<file path="config.mk">
export PLATFORM = sky130hd
export DESIGN_NAME = popcount_sched
export DESIGN_NICKNAME = d
export VERILOG_FILES = /design/src/rtl/popcount_sched.sv
export SDC_FILE = /design/constraint.sdc
export NUM_CORES = 1
export LEC_CHECK = 0
export BUFFER_PORTS_ARGS = -buffer_cell sky130_fd_sc_hd__buf_2
export CAP_MARGIN = 10
export CORE_UTILIZATION = 35
export DETAILED_ROUTE_END_ITERATION = 10
export PLACE_DENSITY_LB_ADDON = 0.12
export REMOVE_ABC_BUFFERS = 1
export SYNTH_ARGS = -nofsm -noshare
export SYNTH_HDL_FRONTEND = slang
export SYNTH_SLANG_ARGS = --single-unit
</file>
<file path="constraint.sdc">
create_clock -name clk -period 2.7 [get_ports clk]
set_clock_uncertainty 0.1 [all_clocks]
set_input_delay 0.54 -clock clk [delete_from_list [all_inputs] [get_ports clk]]
set_output_delay 0.54 -clock clk [all_outputs]
set_load 0.05 [all_outputs]
</file>
<file path="src/rtl/popcount_sched.sv">
// Round-robin sequencer that streams multi-byte operands through one shared
// combinational 8-bit one-counter and returns the accumulated total per requester.
module popcount_sched #(
    parameter int NREQ = 4,
    parameter int NBYTES = 4,
    localparam int OPW = 8 * NBYTES,
    localparam int CW = $clog2(OPW + 1),
    localparam int IDW = (NREQ > 2) ? $clog2(NREQ) : 1
) (
    input  logic                  clk,
    input  logic                  rst,
    input  logic [NREQ-1:0]       req_valid,
    input  logic [NREQ*OPW-1:0]   req_data,
    output logic [NREQ-1:0]       req_ready,
    output logic [7:0]            cu_a,
    input  logic [3:0]            cu_count,
    output logic                  res_valid,
    input  logic                  res_ready,
    output logic [CW-1:0]         res_count,
    output logic [IDW-1:0]        res_id,
    output logic                  busy
);

    localparam int IXW = (NBYTES > 1) ? $clog2(NBYTES) : 1;

    typedef enum logic [1:0] {IDLE, RUN, DONE} state_t;

    state_t           state, state_nxt;
    logic [OPW-1:0]   op;
    logic [IDW-1:0]   id;
    logic [CW-1:0]    acc;
    logic [IXW-1:0]   idx;
    logic [IDW-1:0]   rr_ptr;
    logic             gnt_hit;
    logic [IDW-1:0]   gnt_id;
    logic             accept;
    logic             last_byte;

    // First valid requester strictly after the last served one, wrapping around.
    always_comb begin
        gnt_hit = 1'b0;
        gnt_id  = '0;
        for (int i = 1; i <= NREQ; i++) begin
            if (!gnt_hit && req_valid[(int'(rr_ptr) + i) % NREQ]) begin
                gnt_hit = 1'b1;
                gnt_id  = IDW'((int'(rr_ptr) + i) % NREQ);
            end
        end
    end

    assign accept    = (state == IDLE) && gnt_hit && !rst;
    assign last_byte = (idx == IXW'(NBYTES - 1));

    always_ff @(posedge clk) begin
        if (rst) begin
            state <= IDLE;
        end else begin
            state <= state_nxt;
        end
    end

    always_comb begin
        state_nxt = state;
        case (state)
            IDLE:    if (accept) state_nxt = RUN;
            RUN:     if (last_byte) state_nxt = DONE;
            DONE:    if (res_ready) state_nxt = IDLE;
            default: state_nxt = IDLE;
        endcase
    end

    // req_ready and cu_a are gated by rst so an aborted or reset cycle never leaks a strobe.
    always_comb begin
        req_ready = '0;
        cu_a      = 8'h00;
        if (accept) begin
            req_ready[gnt_id] = 1'b1;
        end
        if (state == RUN && !rst) begin
            cu_a = op[int'(idx) * 8 +: 8];
        end
        res_valid = (state == DONE);
        busy      = (state != IDLE);
    end

    assign res_count = acc;
    assign res_id    = id;

    always_ff @(posedge clk) begin
        if (rst) begin
            op     <= '0;
            id     <= '0;
            acc    <= '0;
            idx    <= '0;
            rr_ptr <= IDW'(NREQ - 1);
        end else begin
            case (state)
                IDLE: begin
                    if (accept) begin
                        op  <= req_data[int'(gnt_id) * OPW +: OPW];
                        id  <= gnt_id;
                        acc <= '0;
                        idx <= '0;
                    end
                end
                RUN: begin
                    acc <= acc + CW'(cu_count);
                    idx <= idx + IXW'(1);
                end
                DONE: begin
                    if (res_ready) begin
                        rr_ptr <= id;
                    end
                end
                default: ;
            endcase
        end
    end

endmodule

</file>
==> results of run 1 <==
[report_power, final]
| group | internal, mW | leakage, nW | switching, mW | total (mW) |
|---|---|---|---|---|
| registers | 0.744 | 0.379 | 0.0374 | 0.781 |
| logic | 0.238 | 1.73 | 0.250 | 0.489 |
| clock network | 0.235 | 0.0544 | 0.233 | 0.467 |
[layout make-up]
type	count	area, µm²
clock buffer	7	96.3
clock inverter	1	8.76
fill	786	3960
inverter	7	26.3
multi-input combinational	226	1790
sequential	46	922
tap	102	128
timing repair buffer	175	918
[cells in the final DEF (no fill, tap or decap), drive strengths merged, types with 3 or more instances in the layout]
cell type  synthesis  routed
mux4               8       8
nand3              5       5
nand2             45      45
clkbuf            10       7
inv                7       7
nand2b             5       5
or2                3       3
a21oi              9       9
mux2i             66      66
ha                 5       5
dfxtp             46      46
nor2              10      10
o221ai            32      32
nor2b             16      16
buf               16     175
o21ai              5       5
[repair_timing]
action                                  CTS  global route
endpoints found under the setup margin    2             2
setup buffers                             0             0
gates cloned                              0             0
hold buffers                              0             0
gates resized for setup                   3             1
[synthesized netlist by cell type (all sizes together), types with 3 or more instances]
| cell | number | share of area [%] |
|---|---|---|
| clkbuf | 10 | 1.3 |
| buf | 16 | 3.9 |
| inv | 7 | 0.91 |
| mux2i | 66 | 23 |
| a21oi | 9 | 1.6 |
| or2 | 3 | 0.65 |
| o221ai | 32 | 9.8 |
| ha | 5 | 2.2 |
| o21ai | 5 | 0.87 |
| mux4 | 8 | 6.3 |
| nand2 | 45 | 5.9 |
| nor2 | 10 | 1.3 |
| nand2b | 5 | 1.1 |
| nand3 | 5 | 0.87 |
| dfxtp | 46 | 32 |
| nor2b | 16 | 3.5 |
[worst max-delay path: cells and delay by family, from the launching register on]
kind                   cells  cell delay [ns]
and+or+nand+nor            2             0.67
DFF                        1             0.41
buffers and inverters      1             0.21
muxes                      1             0.19
AOI/OAI and AO/OA          1             0.13
[path summary, 6_finish.rpt]
path / slack (ns) / endpoint / startpoint
worst max register to register: 0.68 / op[0] / rr_ptr[0]
worst max-delay path: 0.16 / req_ready[0] / rr_ptr[1]
worst min register to register: 0.37 / res_id[0] / res_id[0]
worst min-delay path: 0.37 / res_id[0] / res_id[0]
[state kept, by name, indices dropped and copies added (netlist names)]
register,count
idx,2
op,32
res_count,6
res_id,2
rr_ptr,2
state,2
[stage by stage]
stage	TNS, ns	cell area, µm²	setup slack [ns]	std cells	total power [mW]
floorplan	-48.19	2720	-2.02	279	1.09
CTS	0	3880	0.0502	564	1.75
finish	0	3890	0.160	564	1.74
global route	0	3890	0.0650	564	1.83
detailed placement	0	3770	0.0740	556	1.29
global placement	0	3770	0.116	556	1.28
[layer usage]
metal	vias to the layer above	part of all wire, %	global-route usage, %	wire [µm]
li1	1440	-	-	-
met1	1292	44	22.6	3500
met4	0	0.77	3.78	62
met3	8	5.6	4.27	447
met2	106	50	34.3	4000
met5	-	0	0	0
[cells by family (layout without fill, tap and decap cells)]
logic type                 Yosys count  count (layout)  synth area share (%)
DFF                                 46              46                  32.1
muxes                               74              74                  29.3
buffers and inverters               33             190                  6.10
adders and majority gates            6               6                  2.87
AOI/OAI and AO/OA                   58              58                  15.4
and+or+nand+nor                     87              87                  14.0
xor gates and xnor gates             1               1                 0.305
==> reports/qor.txt, run 1 <==
CP Capture Type - output pin
Antenna Nets Post-Route - 0
Total gr overflow - 0
# diodes - 0
Largest net degree at the start of global routing - 28
CTS tree - yes
Post-DP HPWL - 6320 µm
Hold Path Class - reg -> reg
Worst skew pair latency - 0.29 ns
DRC errors left - 0
Sequential area share after synthesis - 32.1%
PortBufs - 160
Yosys cell types - 33
Total of max-cap violations - 0
Crit-path max FO - 8
Nets - 606
Total wire length - 8010 µm
Slowest stage delay, CP - 0.54 ns
Number of synthesized flops with an enable pin - 0
Ys flop type - dfxtp_1
CP max-delay cell - or4_4
Minimum clock period - 2.54 ns
GP Congestion - 0.764
Avg Cell Area, Syn - 9.42 µm²
CTS root buffer - clkbuf_8
Initial core utilization - 36.6%
CP Cell Sequence - mux2i_1 > o22ai_1 > or4_4 > nor2b_1 > buf_4
Initial antenna violation count - 0
Drt wl/cell - 14.2 µm
1st-iter DRT viols - 47
Final Cycle Share - 94.1%
Critical path class - reg -> out
GRT Total Usage - 18.9%
Fmax - 0.394 GHz
Vias in the first global route - 2793
TritonCTS Buffers - 5
Status - finished, final reports clean
Clock buffer depth - 2
Sink Count - 46
Seq cells post-synth - 46
# IOs - 161
Peak supply drop - 213 µV
Pwr Density - 447 mW/mm²
Final hold slack - 0.369 ns
Via Count - 2846
Row count - 32
Layout Utilization - 49.5%
WP data required - 2.06 ns
R2R depth - 6
Syn Inst Count - 305
Average vias per placed instance - 5.05
CP Launch Type - flip-flop
Area delta synth->final - 35.3%
First-pass detailed-route iteration total - 4
Fin. Hold Viols - 0
Clk slew on worst S/H paths - 0.08 ns
Die height - 92.6 µm
FFs w/ async S/R, synth - 0%
RSZ-0062 raised after global routing - false
Total number of H-tree levels - 2
Leak Pwr - 2.17 nW
Synth warn - 0
Die area - 0.00857 mm²
Worst slew pin tran - 0.507 ns
Netlist Area Pre-Place - 0.00287 mm²
Critical Path AT - 1.90 ns
Worst slew margin - 66.2%
Fraction of layout cells with a size suffix above 1 - 42.9%
Final setup violating endpoints - 0
Core Area - 0.00785 mm²
First-pass GRT wire length - 12800 µm
Fin. max-slew vios - 0
Hold Path Depth - 2
Die X-Extent - 92.6 µm
No activity file was read; power rests on OpenSTA's default activity.
==> inputs of run 2 (changes only) <==
ABC_AREA = 1   (was default)
BUFFER_PORTS_ARGS = -buffer_cell sky130_fd_sc_hd__buf_4   (was -buffer_cell sky130_fd_sc_hd__buf_2)
==> run 2 against run 1 <==
  * Sequential share of layout area is 5.9 points lower
  * Power grew 18%
  * Non-clock buffer count rose by 10
  * Utilization up 1.0 points
  * Fmax is 4.9% lower
  * Critical endpoint is now req_ready[2]
==> reports/qor.txt, run 2 <==
Via Count - 4466 (+57%)
Synth top area share - 35.8% (+3.7 points)
Hold Path Class - in -> reg
Fin. max-slew vios - 0 (unchanged)
First-pass detailed-route iteration total - 4 (unchanged)
RSZ-0062 raised after global routing - true
Pwr Density - 394 mW/mm² (-12%)
Commonest non-fill, non-tap cell in the layout - nand2_1
Largest net degree at the start of global routing - 65 (+130%)
Yosys cell types - 30 (-9.1%)
Nets - 964 (+59%)
Synth warn - 0 (unchanged)
Final Cycle Share - 98.9% (+4.8 points)
Post-DP Area - 0.00495 mm² (+31%)
Layout Utilization - 50.5% (+1.0 points)
Critical path class - reg -> out
Hold Path Depth - 2 (unchanged)
Worst slew margin - 58.5% (-7.7 points)
Total of max-cap violations - 0 (unchanged)
Critical path's most frequent cell - nand2_2
GRT Total Usage - 19.7% (+0.78 points)
CTS tree - yes
CP bufs+invs - 3 (+2)
GP Congestion - 0.820 (+7.4%)
Cell with the most instances after synthesis - nand2_1
Drt wl/cell - 11.2 µm (-21%)
Critical Path AT - 2.03 ns (+0.13 ns)
WP data required - 2.06 ns (about the same)
Die area - 0.0110 mm² (+29%)
CP Launch Type - flip-flop
Final hold slack - 0.327 ns (-0.0426 ns)
PortBufs - 160 (unchanged)
Crit-path max FO - 6 (-2)
Commonest non-fill, non-tap cells in the layout - nand2_1, buf_4, nand3_1
Synth cell count leaders - nand2_1, nand3_1, dfxtp_1, nor2_1, nand2_2
Die height - 105 µm (+13%)
FFs w/ async S/R, synth - 0% (unchanged)
First-pass GRT wire length - 18300 µm (+42%)
Netlist Area Pre-Place - 0.00372 mm² (+29%)
Avg Cell Area, Syn - 5.58 µm² (-41%)
DRC errors left - 0 (unchanged)
CP Capture Type - output pin
Total number of H-tree levels - 2 (unchanged)
Biggest area consumer among synthesized cells - nand2_1
Initial antenna violation count - 0 (unchanged)
CP Cell Sequence - buf_6 > nand2_2 > nand2_2 > nand2_2 > nand2_4 > nor2_4 > nand3_2 > nand4_1 > nand2_2 > inv_4 > nand2_4 > nor2_4 > buf_6
Worst skew pair latency - 0.30 ns (about the same)
Biggest register - op
Total wire length - 10700 µm (+34%)
Reg2reg start - rr_ptr[0]
Initial core utilization - 36.0% (-0.61 points)
Clock buffer depth - 2 (unchanged)
Fin. Hold Viols - 0 (unchanged)
Leak Pwr - 2.91 nW (+35%)
Fmax - 0.374 GHz (-4.9%)
Area contributors post-synth - nand2_1, dfxtp_1, nand3_1
# IOs - 161 (unchanged)
# diodes - 0 (unchanged)
Fill cells - 1117 (+42%)
Clk slew on worst S/H paths - 0.09 ns (about the same)
Antenna Nets Post-Route - 0 (unchanged)
Post-route cell area - 0.00522 mm² (+34%)
Hold Path End - state[1]
Area delta synth->final - 40.4%
Row count - 37 (+16%)
Sequential area share after synthesis - 24.8% (-7.3 points)
Hold path startpoint - res_ready
Final setup violating endpoints - 0 (unchanged)
Seq cells post-synth - 46 (unchanged)
Peak supply drop - 209 µV (-2.1%)
Post-DP HPWL - 8120 µm (+28%)
Slowest stage delay, CP - 0.39 ns (-0.15 ns)
1st-iter DRT viols - 223 (+370%)
Status - finished, final reports clean
Number of synthesized flops with an enable pin - 0 (unchanged)
Syn Inst Count - 666 (+120%)
Max reg flops - 32 (unchanged)
Die X-Extent - 105 µm (+13%)
Core Area - 0.0103 mm² (+32%)
Sink Count - 46 (unchanged)
CP max-delay cell - dfxtp_4
Post-cts hold buffer count - 0 (unchanged)
Average vias per placed instance - 4.67 (-7.4%)
Fraction of layout cells with a size suffix above 1 - 30.1% (-13 points)
Worst slew pin tran - 0.623 ns (+0.116 ns)
R2R depth - 16 (+10)
Total gr overflow - 0 (unchanged)
Vias in the first global route - 4105 (+47%)
TritonCTS Buffers - 5 (unchanged)
Ys flop type - dfxtp_1
Delay-heaviest family, CP - simple AND/OR/NAND/NOR gates
R2r setup slk - 0.39 ns (-0.29 ns)
Minimum clock period - 2.67 ns (+0.130 ns)
CTS root buffer - clkbuf_8
Reg-to-reg critical path endpoint - op[5]
run 2: cell type report:
cell class	count	area, µm²	share of cell area [%]
multi-input cells	555	2480	47.6
clock inverters	2	37.5	0.719
flip-flops and latches	46	928	17.8
clock buffers	6	72.6	1.39
inverters	26	108	2.06
well taps	136	170	3.26
repair buffers	185	1420	27.2
run 2: through the flow:
| step | cells | total power, mW | TNS, ns | setup slack, ns |
|---|---|---|---|---|
| final | 956 | 2.06 | 0 | 0.0298 |
| after global routing | 956 | 2.21 | -0.380 | -0.106 |
| after CTS | 948 | 2.06 | 0 | 0.0104 |
| after detailed placement | 939 | 1.55 | 0 | 0.0460 |
| after global placement | 939 | 1.54 | 0 | 0.169 |
| after floorplan | 627 | 1.22 | -17.47 | -1.42 |
run 2: kinds of logic after synthesis:
| family | after synthesis | share of synthesized area, % |
|---|---|---|
| compound gates | 45 | 6.36 |
| buf+inv | 65 | 9.97 |
| fa+ha+maj | 6 | 2.22 |
| flops | 46 | 24.8 |
| xor+xnor | 1 | 0.236 |
| simple gates | 503 | 56.4 |
run 2: power breakdown:
part | switching, mW | total (mW) | internal [mW]
Sequential | 0.0422 | 0.782 | 0.740
Clock | 0.235 | 0.511 | 0.276
Combinational | 0.424 | 0.762 | 0.338
run 2: timing repair:
| item | CTS | global route |
|---|---|---|
| gates resized for setup | 4 | 25 |
| endpoints found under the setup margin | 4 | 4 |
| pin swaps | 0 | 7 |
| setup buffers | 1 | 8 |
run 2: how the worst max path moves through the flow:
stage	to	cells past startpoint	from
finish	req_ready[2]	13	rr_ptr[0]
floorplan	req_ready[0]	8	rr_ptr[0]
detailed placement	req_ready[3]	14	req_valid[3]
global placement	req_ready[0]	11	req_valid[1]
CTS	req_ready[1]	13	rr_ptr[0]
global route	req_ready[2]	13	rr_ptr[0]
run 2: worst register-to-register path, cell delays in order (launching register included):
cell     delay [ns]
dfxtp_4        0.41
buf_6          0.14
nand2_2        0.05
nand2_2        0.07
nand2_2        0.09
nand2_4        0.09
nor2_4         0.05
nand3_2        0.08
nand2_1        0.07
nand2_2        0.09
buf_4          0.51
nand3_1        0.19
nand2_1        0.10
nand2_1        0.05
nand2_1        0.06
nand2_1        0.06
nand2_1        0.05
run 2: layer usage:
layer	vias to the layer above	part of all wire (%)	wire, µm	GRT usage (%)
met5	-	0	0	0
li1	2384	-	-	-
met3	12	4.6	490	3.74
met1	1952	47	4990	24.6
met4	0	0.88	94	3.92
met2	118	48	5140	35.0
